[config.mk]
export PLATFORM = sky130hd
export DESIGN_NAME = fft_mag_peak
export DESIGN_NICKNAME = d
export VERILOG_FILES = /design/src/rtl/fft_mag_peak.sv
export SDC_FILE = /design/constraint.sdc
export NUM_CORES = 1
export LEC_CHECK = 0
export ABC_CLOCK_PERIOD_IN_PS = 3000
export CORE_ASPECT_RATIO = 0.6
export CORE_MARGIN = 2
export CORE_UTILIZATION = 49
export DETAILED_ROUTE_END_ITERATION = 10
export PLACE_DENSITY = 0.71
export SLEW_MARGIN = 20
export SYNTH_ARGS = -nofsm -noshare
export SYNTH_HDL_FRONTEND = slang
export SYNTH_SLANG_ARGS = --single-unit
[constraint.sdc]
create_clock -name clk -period 3 [get_ports clk]
set_input_delay 0.45 -clock clk [delete_from_list [all_inputs] [get_ports clk]]
set_output_delay 0.45 -clock clk [all_outputs]
set_load 0.05 [all_outputs]
[src/rtl/fft_mag_peak.sv]
// ---------------------------------------------------------------------------
// fft_mag_peak
//
// Streaming magnitude and peak-bin stage placed directly after dft_top. Each
// data cycle carries two complex bins (even bin 2c on Y0/Y1, odd bin 2c+1 on
// Y2/Y3). Every bin gets an alpha-max-beta-min magnitude, and once per frame
// the strongest bin inside [SRCH_LO, SRCH_HI] is reported.
//
// Optional feature macro: FFT_MAG_PEAK_EN
//   defined     -> peak tracker (S4) and peak_* outputs are built
//   not defined -> peak_valid / peak_bin / peak_mag are tied to 0
//
// Ports:
//   clk         system clock, rising edge
//   reset       asynchronous, active-low reset
//   next_out    one-cycle frame-start pulse, first data on the following cycle
//   Y0, Y1      real / imaginary part of even bin (two's complement)
//   Y2, Y3      real / imaginary part of odd bin (two's complement)
//   mag_valid   mag0 / mag1 / mag_bin valid this cycle
//   mag0, mag1  magnitude of even / odd bin (unsigned)
//   mag_bin     index of the even bin
//   peak_valid  one-cycle pulse when a completed frame's peak is published
//   peak_bin    index of the strongest in-window bin (held until next pulse)
//   peak_mag    magnitude at peak_bin (held until next pulse)
// ---------------------------------------------------------------------------
module fft_mag_peak #(
   parameter int DW        = 12,
   parameter int FRAME_CYC = 1024,
   parameter int BIN_W     = 11,
   parameter int SRCH_LO   = 2,
   parameter int SRCH_HI   = 1023
) (
   input  logic             clk,
   input  logic             reset,
   input  logic             next_out,
   input  logic [DW-1:0]    Y0,
   input  logic [DW-1:0]    Y1,
   input  logic [DW-1:0]    Y2,
   input  logic [DW-1:0]    Y3,
   output logic             mag_valid,
   output logic [DW-1:0]    mag0,
   output logic [DW-1:0]    mag1,
   output logic [BIN_W-1:0] mag_bin,
   output logic             peak_valid,
   output logic [BIN_W-1:0] peak_bin,
   output logic [DW-1:0]    peak_mag
);

   // Elaboration-time sanity check of the search window and index width
   if (SRCH_LO > SRCH_HI || SRCH_HI >= 2 * FRAME_CYC || (2 * FRAME_CYC) > (1 << BIN_W)) begin : g_param_check
      $error("fft_mag_peak: search window or BIN_W inconsistent with FRAME_CYC");
   end

   typedef enum logic [1:0] {
      IDLE  = 2'd0,
      RUN   = 2'd1,
      FLUSH = 2'd2
   } state_t;

   localparam logic [BIN_W-1:0] LAST_CNT = BIN_W'(FRAME_CYC - 1);

   state_t           state;
   logic [BIN_W-1:0] cnt;
   logic             capture;

   logic             s1_valid;
   logic             s1_last;
   logic [BIN_W-1:0] s1_bin;
   logic [DW-1:0]    abs_re0;
   logic [DW-1:0]    abs_im0;
   logic [DW-1:0]    abs_re1;
   logic [DW-1:0]    abs_im1;

   logic             s2_valid;
   logic             s2_last;
   logic [BIN_W-1:0] s2_bin;
   logic [DW-1:0]    max0;
   logic [DW-1:0]    min0;
   logic [DW-1:0]    max1;
   logic [DW-1:0]    min1;

   logic             s3_last;

   // Two's-complement negate in DW bits. The most negative input maps to
   // 2^(DW-1), which is still representable as an unsigned DW-bit value.
   function automatic logic [DW-1:0] abs_sat(input logic [DW-1:0] x);
      if (x[DW-1])
         return (~x) + DW'(1);
      else
         return x;
   endfunction

   // max + min/4 + min/8; bounded by 1.375 * 2^(DW-1), so no carry out of DW
   function automatic logic [DW-1:0] amb_mag(input logic [DW-1:0] mx, input logic [DW-1:0] mn);
      return mx + (mn >> 2) + (mn >> 3);
   endfunction

   // A data set is taken every RUN cycle except the one carrying next_out,
   // which restarts the frame instead.
   assign capture = (state == RUN) && !next_out;

   // Frame control. next_out in RUN aborts the frame: its last data set is
   // never captured, so it can never raise a last flag or a peak pulse.
   // next_out in FLUSH starts the next frame immediately; the previous frame
   // is already completely inside the pipe and finishes on its own.
   always_ff @(posedge clk or negedge reset) begin
      if (!reset) begin
         state <= IDLE;
         cnt   <= '0;
      end else begin
         case (state)
            IDLE: begin
               if (next_out) begin
                  state <= RUN;
                  cnt   <= '0;
               end
            end
            RUN: begin
               if (next_out) begin
                  cnt <= '0;
               end else if (cnt == LAST_CNT) begin
                  state <= FLUSH;
                  cnt   <= '0;
               end else begin
                  cnt <= cnt + BIN_W'(1);
               end
            end
            FLUSH: begin
               if (next_out) begin
                  state <= RUN;
                  cnt   <= '0;
               end else if (s3_last) begin
                  state <= IDLE;
               end
            end
            default: state <= IDLE;
         endcase
      end
   end

   // S1: absolute values, the even-bin index and the end-of-frame marker
   always_ff @(posedge clk or negedge reset) begin
      if (!reset) begin
         s1_valid <= 1'b0;
         s1_last  <= 1'b0;
         s1_bin   <= '0;
         abs_re0  <= '0;
         abs_im0  <= '0;
         abs_re1  <= '0;
         abs_im1  <= '0;
      end else begin
         s1_valid <= capture;
         s1_last  <= capture && (cnt == LAST_CNT);
         if (capture) begin
            s1_bin  <= BIN_W'({cnt, 1'b0});
            abs_re0 <= abs_sat(Y0);
            abs_im0 <= abs_sat(Y1);
            abs_re1 <= abs_sat(Y2);
            abs_im1 <= abs_sat(Y3);
         end
      end
   end

   // S2: sort each bin's two components into max / min
   always_ff @(posedge clk or negedge reset) begin
      if (!reset) begin
         s2_valid <= 1'b0;
         s2_last  <= 1'b0;
         s2_bin   <= '0;
         max0     <= '0;
         min0     <= '0;
         max1     <= '0;
         min1     <= '0;
      end else begin
         s2_valid <= s1_valid;
         s2_last  <= s1_valid && s1_last;
         if (s1_valid) begin
            s2_bin <= s1_bin;
            max0   <= (abs_re0 >= abs_im0) ? abs_re0 : abs_im0;
            min0   <= (abs_re0 >= abs_im0) ? abs_im0 : abs_re0;
            max1   <= (abs_re1 >= abs_im1) ? abs_re1 : abs_im1;
            min1   <= (abs_re1 >= abs_im1) ? abs_im1 : abs_re1;
         end
      end
   end

   // S3: magnitude sums drive the outputs directly; values hold between frames
   always_ff @(posedge clk or negedge reset) begin
      if (!reset) begin
         mag_valid <= 1'b0;
         s3_last   <= 1'b0;
         mag_bin   <= '0;
         mag0      <= '0;
         mag1      <= '0;
      end else begin
         mag_valid <= s2_valid;
         s3_last   <= s2_valid && s2_last;
         if (s2_valid) begin
            mag_bin <= s2_bin;
            mag0    <= amb_mag(max0, min0);
            mag1    <= amb_mag(max1, min1);
         end
      end
   end

`ifdef FFT_MAG_PEAK_EN
   localparam logic [BIN_W-1:0] LO_BIN = BIN_W'(SRCH_LO);
   localparam logic [BIN_W-1:0] HI_BIN = BIN_W'(SRCH_HI);

   logic             s1_first;
   logic             s2_first;
   logic             s3_first;
   logic             in_even;
   logic             in_odd;
   logic [BIN_W-1:0] odd_bin;
   logic [BIN_W-1:0] base_bin;
   logic [BIN_W-1:0] pair_bin;
   logic [BIN_W-1:0] cand_bin;
   logic [BIN_W-1:0] run_bin;
   logic [DW-1:0]    base_mag;
   logic [DW-1:0]    pair_mag;
   logic [DW-1:0]    cand_mag;
   logic [DW-1:0]    run_mag;

   assign odd_bin = mag_bin | BIN_W'(1);

   // First-of-frame marker travels with the data, so the tracker is cleared
   // exactly when the new frame's first pair reaches S4. A previous frame
   // still draining in the pipe is therefore unaffected by a new next_out.
   always_ff @(posedge clk or negedge reset) begin
      if (!reset) begin
         s1_first <= 1'b0;
         s2_first <= 1'b0;
         s3_first <= 1'b0;
      end else begin
         s1_first <= capture && (cnt == '0);
         s2_first <= s1_valid && s1_first;
         s3_first <= s2_valid && s2_first;
      end
   end

   // Pair winner (odd only if strictly larger), then strict compare against
   // the running peak so equal magnitudes keep the lowest index.
   always_comb begin
      in_even  = (mag_bin >= LO_BIN) && (mag_bin <= HI_BIN);
      in_odd   = (odd_bin >= LO_BIN) && (odd_bin <= HI_BIN);
      base_bin = s3_first ? LO_BIN : run_bin;
      base_mag = s3_first ? '0 : run_mag;
      pair_bin = mag_bin;
      pair_mag = mag0;
      if (in_even && in_odd) begin
         if (mag1 > mag0) begin
            pair_bin = odd_bin;
            pair_mag = mag1;
         end
      end else if (in_odd) begin
         pair_bin = odd_bin;
         pair_mag = mag1;
      end
      cand_bin = base_bin;
      cand_mag = base_mag;
      if ((in_even || in_odd) && (pair_mag > base_mag)) begin
         cand_bin = pair_bin;
         cand_mag = pair_mag;
      end
   end

   // S4: running peak plus the published result, which holds between pulses
   always_ff @(posedge clk or negedge reset) begin
      if (!reset) begin
         run_bin    <= '0;
         run_mag    <= '0;
         peak_valid <= 1'b0;
         peak_bin   <= '0;
         peak_mag   <= '0;
      end else begin
         peak_valid <= mag_valid && s3_last;
         if (mag_valid) begin
            run_bin <= cand_bin;
            run_mag <= cand_mag;
         end
         if (mag_valid && s3_last) begin
            peak_bin <= cand_bin;
            peak_mag <= cand_mag;
         end
      end
   end
`else
   assign peak_valid = 1'b0;
   assign peak_bin   = '0;
   assign peak_mag   = '0;
`endif

endmodule

# Yosys cells after proc, flatten, opt, wreduce, memory -nomap -nowiden
# Index checks and enable logic that the tools add are counted.
# word_totals
regBits	169
inputBits	51
elab_cells	72
output_inout_bits	60
# classes
n_addsub	9
n_eq_ne	8
bitwise	4
n_reduce_logical	10
n_lt_le_gt_ge	2
n_mux	18
# op_table
operator	n
12-bit 2-to-1 mux	8
12-bit by 1-bit adder with 12-bit output (second input constant)	4
12-bit NOT	4
11-bit 2-to-1 mux	3
12-bit by 10-bit adder with 12-bit output	2
12-bit by 9-bit adder with 12-bit output	2
12-bit greater-or-equal comparator	2
11-bit one-hot mux with 2 select lines	1
11-bit by 1-bit adder with 11-bit output (second input constant)	1
11-bit by 10-bit equality test with 1-bit output (second input constant)	1
2-bit 2-to-1 mux	5
2-bit one-hot mux with 3 select lines	1
1-bit logical AND	4
2-bit by 1-bit != test with 1-bit output (second input constant)	2
2-bit != test (second input constant)	2
4-bit AND reduction	1
3-bit != test (second input constant)	1
2-bit by 1-bit equality test with 1-bit output (second input constant)	1
2-bit equality test (second input constant)	1
2-bit zero test	1
2-bit AND reduction	1
2-bit nonzero test	1
2-bit OR reduction	1
1-bit zero test	1

# Logic depth before layout (Yosys ltp)
# Gate-level depths: netlist of run 1.
# depth
ltp_word	4
mapped_depth	11
depth_no_buf	11

# Worst setup path before layout of run 1
# OpenSTA, ideal clock, no wires.
# synth_path
kind	register to register
startpoint	reg max0[1]
endpoint	reg mag0[7]
required_ns	2.864
arrival_time_ns	2.405
stages_incl_launch_ff	10
n_path_buf	0
period_less_slack_ns	2.542
setup_time_ns	0.136
slack_ns	0.458
cell_sequence	dfrtp_1 -> fa_1 -> ha_1 -> inv_1 -> fa_1 -> nor2b_1 -> o21ai_1 -> a21o_1 -> nand4_1 -> or3b_2
# synth_via
elab_chain_cells	2
# synth_lines
element	line	rtl
start, declared	77	logic [DW-1:0] max0;
start signal, assigned	179	max0 <= (abs_re0 >= abs_im0) ? abs_re0 : abs_im0;
12-bit by 10-bit adder with 12-bit output	95	return mx + (mn >> 2) + (mn >> 3);
12-bit by 9-bit adder with 12-bit output	95	
end signal, assigned	200	mag0 <= amb_mag(max0, min0);
end, declared	41	output logic [DW-1:0] mag0,
# No other way between the ends.
# A chain may end at the register's enable or synchronous reset.

# Worst setup path after layout of run 1
# Ends and elaborated chain as after synthesis.

==> results.ini, run 1 <==
[timing]
slew_viol_final=0
relSlewSlack=0.4525
hold_viol=9
tightest_slew_ns=0.8213
period_share=0.9025
timing.hold.ws_ns=-0.01327
fin_tns_setup_ns=0
max_freq_ghz=0.3694
finClkSkew_ns=0.008150
rsz0062_at_grt=no
period_minus_slack_ns=2.707
fin_ws_ns=0.2926
finalSetupViolCount=0

[grt]
grt_overflow=0
first_global_vias=7312
grt_pass1_wl_um=40610
antenna_found_initial=0
grt_usage=0.2362
grt_max_degree=66

[status]
violations=negative hold slack
status=finished with violations

[critical_path]
critical-path-max-stage-delay_ns=0.54
cp_slowest_cell=fa_1
crit_family=adder cells
crit_type=register to register
critPathBufInv=1
critPathMostFrequentCell=fa_1
endpoint_kind=register
startpoint_type=register
cp_max_fo=4
arrival_ns=3.01
path_cells=fa_1, ha_1, inv_1, fa_1, nor2b_1, o21ai_1, a21o_1, nand4_1, or3b_2
cp.required_ns=3.31
rrSetupSlack_ns=0.29

[yosys]
synth-seq-cells=165
synth_warnings=0
yosys.area_share.simple=0.1783
syn-cell-area_um2=10210
synth_xor_area_frac=0.03775
synth_fa_ha_area_frac=0.1017
synth_cell_types=63
async_flop_share=1.000
synthMuxAreaShare=0.03689
synth_top_family_by_area=simple AND/OR/NAND/NOR gates
synth_edf_count=0
ys_seq_area_frac=0.4045
synthFlopType=dfrtp_1
synth_compound_area_frac=0.1755
syn-instance-count=1084
avgSynthCellArea_um2=9.417

[final_layout]
final_nets=1257
final_layout_size_suffix_gt1_frac=0.07840
ff_latch_area_um2=4133
insertedDiodeCount=0
fillers=1756
area_growth_pct=15.03
multiInputGateArea_um2=5509
fin_area_um2=11740

[pwr]
power_density_nw_per_um2=804.7
vdd_drop_max_uv=695.2
leakage_nw=5.213

[placement]
gp_congestion=0.8293
io_buffers=85
post-place-ws_ns=0.3111
dpl_cell_area_um2=11190
dpl.hpwl_um=18240

[die]
start_util=0.5049
die_area_um2=22040
die_height_um=115.8
io_pins=111
coreArea_um2=20220
die_width_um=190.3
row_count=40

[cts]
clk_latency_ns=0.43
cts_setup_buffers=0
ctsHtreeMaxLevel=4
cts_made_buffers=17
root_buffer=clkbuf_16
cts_buffer_depth=2
cts_resized=0
clock_sinks=165
cts_tree=done
path_clk_slew_ns=0.07
hold_buffers=0

[run]
max_cap_violations=0

[drt]
num_vias=8293
drt_pass1_iterations=5
wl_um=25090
wl_per_cell_um=17.66
vias_per_cell=5.836
drt.antenna.violating_nets=0
drtIter0Drc=1185
drc=0

[worst_hold_path]
hp-class=primary input to async pin

-- per-stage QoR --
| stage | utilization | total power [mW] | std cells |
|---|---|---|---|
| 2_1_floorplan | - | 6.090 | 1108 |
| 3_3_place_gp | 0.5532 | 7.216 | 1389 |
| 3_5_place_dp | 0.5532 | 7.328 | 1389 |
| 4_1_cts | 0.5808 | 9.444 | 1421 |
| 5_1_grt | 0.5808 | 10.08 | 1421 |
| 6_report | 0.5808 | 9.450 | 1421 |
-- sequential cells by signal, summed over array words and instances, names as in the netlist --
signal	count
s2_valid	1
min0	10
min1	10
mag_valid	1
abs_im1	12
state	2
max0	12
abs_re0	12
mag1	12
abs_re1	12
s1_last	1
s2_last	1
s1_valid	1
mag_bin	10
s1_bin	10
max1	12
abs_im0	12
s3_last	1
cnt	11
s2_bin	10
mag0	12
-- cells in the mapped netlist, types with 8 or more instances --
| cell type | number | area share |
|---|---|---|
| a21oi_1 | 23 | 0.011 |
| xnor2_1 | 13 | 0.011 |
| a31oi_1 | 42 | 0.026 |
| nor2b_1 | 48 | 0.029 |
| mux2_2 | 29 | 0.032 |
| dfrtp_1 | 165 | 0.40 |
| nand2_1 | 141 | 0.052 |
| xor2_1 | 31 | 0.027 |
| inv_1 | 53 | 0.019 |
| ha_1 | 51 | 0.063 |
| nand3_1 | 55 | 0.027 |
| fa_1 | 20 | 0.039 |
| nor3_1 | 10 | 0.0049 |
| o21ai_0 | 73 | 0.036 |
| buf_4 | 25 | 0.018 |
| a21o_1 | 8 | 0.0059 |
| nor2_1 | 23 | 0.0085 |
| o31ai_1 | 14 | 0.010 |
| clkbuf_1 | 56 | 0.021 |
| o2111ai_1 | 40 | 0.034 |
| or3_1 | 10 | 0.0061 |
| nand4_1 | 43 | 0.026 |
-- cell type report --
cell class	count	area share
tap	273	0.02909
clock inverter	14	0.01087
multi-input combinational	798	0.4692
clock buffer	18	0.03655
inverter	54	0.01769
timing repair buffer	99	0.08471
sequential	165	0.3519
-- placed cells by master, fill, tap and decap left out, types with 20 or more instances in the layout --
cell             instances
dfrtp_1                164
nand3_1                 55
nand4_1                 43
ha_1                    51
clkdlybuf4s50_1         84
o21ai_0                 73
fa_1                    20
a31oi_1                 42
nor2_1                  23
nor2b_1                 48
inv_1                   53
xor2_1                  31
mux2_2                  29
conb_1                  25
o2111ai_1               40
nand2_1                141
a21oi_1                 23
-- per-layer routing --
layer / vias to the layer above / track usage / share of wire
met1: 3953 / 0.4167 / 0.56
met3: 24 / 0.05482 / 0.081
li1: 3992 / - / -
met5: - / 0 / 0
met2: 324 / 0.2720 / 0.35
met4: 0 / 0.05065 / 0.0081
-- report_power, final --
group / switching (mW) / total (mW) / internal [mW]
Clock: 0.935 / 2.08 / 1.15
Sequential: 0.416 / 3.07 / 2.66
Combinational: 2.60 / 4.29 / 1.69
-- final timing paths --
| kind | start | end | cells after the start |
|---|---|---|---|
| max | max0[1] | mag0[7] | 9 |
| min | reset | mag1[3] | 1 |
| max reg2reg | max0[1] | mag0[7] | 9 |
| min reg2reg | s1_last | s2_last | 1 |
| max in group asynchronous | reset | min0[6] | 2 |
| min in group clk | s1_last | s2_last | 1 |
-- kinds of logic after synthesis --
kind of cell / Yosys count
and+or+nand+nor: 364
AOI/OAI and AO/OA: 260
muxes: 34
adders and majority gates: 71
buffers and inverters: 145
other: 1
DFF: 165
xor gates and xnor gates: 44
(Power assumes the default switching activity.)
==> run 2: changes to the inputs <==
- RECOVER_POWER: unset -> 100
==> results.ini, run 2 (synthesis results as in run 1) <==
[drt]
wl_per_cell_um=17.65  ; about the same
drc=0  ; unchanged
drt.antenna.violating_nets=0  ; unchanged
vias_per_cell=5.862  ; +0.45%
wl_um=25080  ; about the same
drtIter0Drc=1065  ; -10%
num_vias=8330  ; +0.45%
drt_pass1_iterations=5  ; unchanged

[final_layout]
fin_util=0.5781  ; -0.002661
fin_area_um2=11690  ; -0.46%
final_layout_size_suffix_gt1_frac=0.07317  ; -0.005226
insertedDiodeCount=0  ; unchanged
final_nets=1257  ; unchanged
final_common_cell=dfrtp_1
final_cell_mix=165 x dfrtp_1, 141 x nand2_1, 73 x o21ai_0, 56 x nand3_1, 53 x inv_1
area_growth_pct=14.50

[timing]
timing.hold.ws_ns=0.4113  ; +0.4245 ns
finClkSkew_ns=0.009563  ; +0.001413 ns
slew_viol_final=158  ; +158
rsz0062_at_grt=no
period_share=0.9094  ; +0.006891
hold_viol=0  ; -9
finalSetupViolCount=0  ; unchanged
relSlewSlack=-0.3540  ; -0.8065
period_minus_slack_ns=2.728  ; +0.02067 ns
max_freq_ghz=0.3666  ; -0.76%
fin_ws_ns=0.2720  ; -0.02067 ns
tightest_slew_ns=2.031  ; +1.210 ns
fin_tns_setup_ns=0  ; unchanged

[die]
io_pins=111  ; unchanged
die_width_um=190.3  ; unchanged
die_area_um2=22040  ; unchanged
coreArea_um2=20220  ; unchanged
row_count=40  ; unchanged
start_util=0.5049  ; unchanged
die_height_um=115.8  ; unchanged

[cts]
clk_latency_ns=0.43  ; about the same
ctsHtreeMaxLevel=4  ; unchanged
cts_resized=0  ; unchanged
cts_setup_buffers=0  ; unchanged
hold_buffers=0  ; unchanged
root_buffer=clkbuf_16
cts_tree=done
cts_made_buffers=17  ; unchanged
clock_sinks=165  ; unchanged
path_clk_slew_ns=0.07  ; about the same
cts_buffer_depth=2  ; unchanged

[grt]
first_global_vias=7312  ; unchanged
grt_overflow=0  ; unchanged
grt_pass1_wl_um=40610  ; unchanged
grt_usage=0.2362  ; unchanged
antenna_found_initial=0  ; unchanged
grt_max_degree=66  ; unchanged

[critical_path]
critical-path-max-stage-delay_ns=0.54  ; about the same
arrival_ns=3.03  ; +0.02 ns
critPathBufInv=1  ; unchanged
cp_slowest_cell=fa_1
cp_max_fo=4  ; unchanged
crit_family=adder cells
startpoint_type=register
r2r_start=max0[1]
startpoint=max0[1]
endpoint_kind=register
path_cells=fa_1, ha_1, inv_1, fa_1, nor2b_1, o21ai_1, a21o_1, nand4_1, or3b_2
crit_type=register to register
critPathMostFrequentCell=fa_1
cp.required_ns=3.31  ; about the same

[status]
status=finished with violations
violations=max-capacitance violations, max-slew violations

[pwr]
leakage_nw=5.240  ; +0.52%
vdd_drop_max_uv=665.6  ; -4.2%
power_density_nw_per_um2=802.2  ; -0.32%

[placement]
io_buffers=85  ; unchanged
dpl.hpwl_um=18240  ; unchanged
gp_congestion=0.8293  ; unchanged
post-place-ws_ns=0.3111  ; unchanged
dpl_cell_area_um2=11190  ; unchanged

[worst_hold_path]
hp-class=primary input to async pin

[run]
max_cap_violations=3  ; +3

==> run 2: changes by cell type in the layout (fill, tap and decap cells not counted), moves of 2 or more <==
cell and delta:
clkbuf_1 +2, buf_4 -3, clkdlybuf4s50_1 -36, dlygate4sd3_1 +36
clkbuf_2 +2
==> run 2: power breakdown <==
part	switching, mW	internal, mW	total [mW]
Clock	0.933	1.15	2.08
Sequential	0.407	2.66	3.06
Combinational	2.60	1.63	4.23
Total	3.94	5.43	9.38
==> run 2: final timing paths <==
path,to,cells past startpoint,slack [ns]
max,mag0[7],9,0.27
min,mag1[2],1,0.41
max reg2reg,mag0[7],9,0.27
min reg2reg,s2_last,1,0.44
max in group asynchronous,s3_last,2,0.93
min in group clk,s2_last,1,0.44
==> run 2: metrics by stage <==
step	std cells	total power, mW
final	1421	9.376
after global routing	1421	10.01
after CTS	1421	9.444
after detailed placement	1389	7.328
after global placement	1389	7.216
after floorplan	1108	6.090
==> run 2: routing by layer <==
layer,routed length [µm],vias to the layer above,global-route usage
met1,13790,3944,0.4167
met4,203,0,0.05065
met3,2125,25,0.05482
met2,8959,365,0.2720
met5,0,-,0
li1,-,3996,-
==> run 2: worst register-to-register path, cell delays in order (launching register included) <==
cell and delay [ns]:
dfrtp_1 0.40, fa_1 0.54, ha_1 0.17, inv_1 0.07, fa_1 0.42, nor2b_1 0.14, o21ai_1 0.10, a21o_1 0.24
nand4_1 0.09, or3b_2 0.45
==> run 2: area by class of cell <==
class | instances | area, µm²
flip-flops and latches | 165 | 4129
clock buffers | 18 | 429.2
inverters | 54 | 207.7
well taps | 273 | 341.6
multi-input cells | 798 | 5475
repair buffers | 99 | 978.4
fillers | 1765 | 8531
clock inverters | 14 | 127.6
==> run 3: changes to the inputs <==
==> constraint.sdc (replaced) <==
create_clock -name clk -period 3 [get_ports clk]
set_input_delay 0.3 -clock clk [delete_from_list [all_inputs] [get_ports clk]]
set_output_delay 0.3 -clock clk [all_outputs]
set_load 0.05 [all_outputs]
==> results.ini, run 3 (synthesis results as in run 1) <==
[status]
status=finished with violations
violations=max-capacitance violations, max-slew violations

[drt]
wl_um=25440  ; +1.5%
drtIter0Drc=1036  ; -2.7%
wl_per_cell_um=17.88  ; +1.3%
drt_pass1_iterations=5  ; unchanged
drt.antenna.violating_nets=0  ; unchanged
num_vias=8264  ; -0.79%
drc=0  ; unchanged
vias_per_cell=5.807  ; -0.93%

[run]
max_cap_violations=2  ; -1

[final_layout]
ff_latch_area_um2=4133  ; about the same
final_cell_mix=164 x dfrtp_1, 141 x nand2_1, 75 x o21ai_0, 56 x nand3_1, 53 x inv_1
insertedDiodeCount=0  ; unchanged
multiInputGateArea_um2=5469  ; -0.11%
fin_util=0.5773  ; -0.0008040
final_layout_size_suffix_gt1_frac=0.07304  ; -0.0001273
fillers=1765  ; unchanged
final_nets=1259  ; +0.16%
area_growth_pct=14.34
final_cells=1423  ; +0.14%
final_common_cell=dfrtp_1

[placement]
placed_cells_incl_taps=1390  ; +0.072%
post-place-ws_ns=0.3146  ; +0.003510 ns
dpl.hpwl_um=18380  ; +0.73%
gp_congestion=0.8498  ; +2.5%
io_buffers=85  ; unchanged

[timing]
finClkSkew_ns=0.009739  ; +0.0001762 ns
fin_tns_setup_ns=0  ; unchanged
timing.hold.ws_ns=0.4659  ; +0.05461 ns
finalSetupViolCount=0  ; unchanged
rsz0062_at_grt=no
period_minus_slack_ns=2.747  ; +0.01931 ns
hold_viol=0  ; unchanged
slew_viol_final=105  ; -34%
relSlewSlack=-0.2984  ; +0.05560
period_share=0.9158  ; +0.006436
fin_ws_ns=0.2526  ; -0.01931 ns
tightest_slew_ns=1.948  ; -0.08340 ns
max_freq_ghz=0.3640  ; -0.70%

[critical_path]
critical-path-max-stage-delay_ns=0.54  ; about the same
startpoint_type=register
reg2reg_to=mag0[7]
cp_max_fo=4  ; unchanged
critPathMostFrequentCell=fa_1
arrival_ns=3.05  ; +0.02 ns
rrSetupSlack_ns=0.25  ; -0.02 ns
reg2reg_depth=9  ; unchanged
endpoint_kind=register
cp_slowest_cell=fa_1
path_cells=fa_1, ha_1, inv_1, fa_1, nor2b_1, o21ai_0, a21o_1, nand4_1, or3b_2
r2r_start=max0[1]
crit_type=register to register
cp.required_ns=3.30  ; about the same

[cts]
root_buffer=clkbuf_16
cts_made_buffers=17  ; unchanged
ctsHtreeMaxLevel=4  ; unchanged
clock_sinks=165  ; unchanged
cts_resized=0  ; unchanged
cts_tree=done
clk_latency_ns=0.43  ; about the same
path_clk_slew_ns=0.07  ; about the same
cts_buffer_depth=2  ; unchanged

[grt]
grt_overflow=0  ; unchanged
grt_pass1_wl_um=41540  ; +2.3%
antenna_found_initial=0  ; unchanged
grt_usage=0.2420  ; +0.005765
grt_max_degree=70  ; +6.1%
first_global_vias=7420  ; +1.5%

[die]
die_area_um2=22040  ; unchanged
die_height_um=115.8  ; unchanged
row_count=40  ; unchanged
coreArea_um2=20220  ; unchanged
io_pins=111  ; unchanged
die_width_um=190.3  ; unchanged
start_util=0.5049  ; unchanged

[worst_hold_path]
hp-class=register to register
hold_path_end=s2_last
hp-start=s1_last
min_path_cells=1

[pwr]
power_density_nw_per_um2=798.2  ; -0.49%
leakage_nw=5.232  ; -0.15%
vdd_drop_max_uv=522.8  ; -21%

run 3: what timing repair did:
item                                    CTS  global route
hold buffers                              1             0
hold endpoints to repair                 65             0
buffers inserted                          0             0
endpoints found under the setup margin    0             0
run 3: metrics by stage:
step / cell area, µm² / power (mW)
2_1_floorplan: 10300 / 6.090
3_3_place_gp: 11180 / 7.232
3_5_place_dp: 11180 / 7.313
4_1_cts: 11740 / 9.401
5_1_grt: 11670 / 9.977
6_report: 11670 / 9.317
run 3: how the worst max path moves through the flow:
stage          depth (start not counted)         end  slack [ns]      from
2_1_floorplan                          9     mag0[7]        0.46   max0[1]
3_3_place_gp                           9     mag0[7]        0.38   max0[1]
3_5_place_dp                           9     mag0[7]        0.31   max0[1]
4_1_cts                                9     mag0[7]        0.31   max0[1]
5_1_grt                                4  abs_re1[7]        0.13  next_out
6_report                               9     mag0[7]        0.25   max0[1]
run 3: cell type report:
class | instances | share of cell area
tap | 273 | 0.02926
inverter | 54 | 0.01779
clock buffer | 18 | 0.03677
timing repair buffer | 101 | 0.08372
multi-input combinational | 798 | 0.4685
sequential | 165 | 0.3541
clock inverter | 14 | 0.009862
run 3: report_power, final:
part	total, mW	leakage [nW]	switching (mW)	internal (mW)
Combinational	4.20	2.87	2.59	1.61
Clock	2.05	0.260	0.971	1.08
Sequential	3.07	2.10	0.410	2.66
run 3: layer usage:
metal	share of wire	GRT usage
met1	0.55	0.4237
met3	0.081	0.05694
met2	0.36	0.2851
met4	0.0051	0.04393
met5	0	0
run 3: critical path: cells and delay by family, from the launching register on:
family,cells,cell delay (ns)
compound gates,2,0.39
simple gates,3,0.68
buf+inv,1,0.06
flops,1,0.39
fa+ha+maj,3,1.10
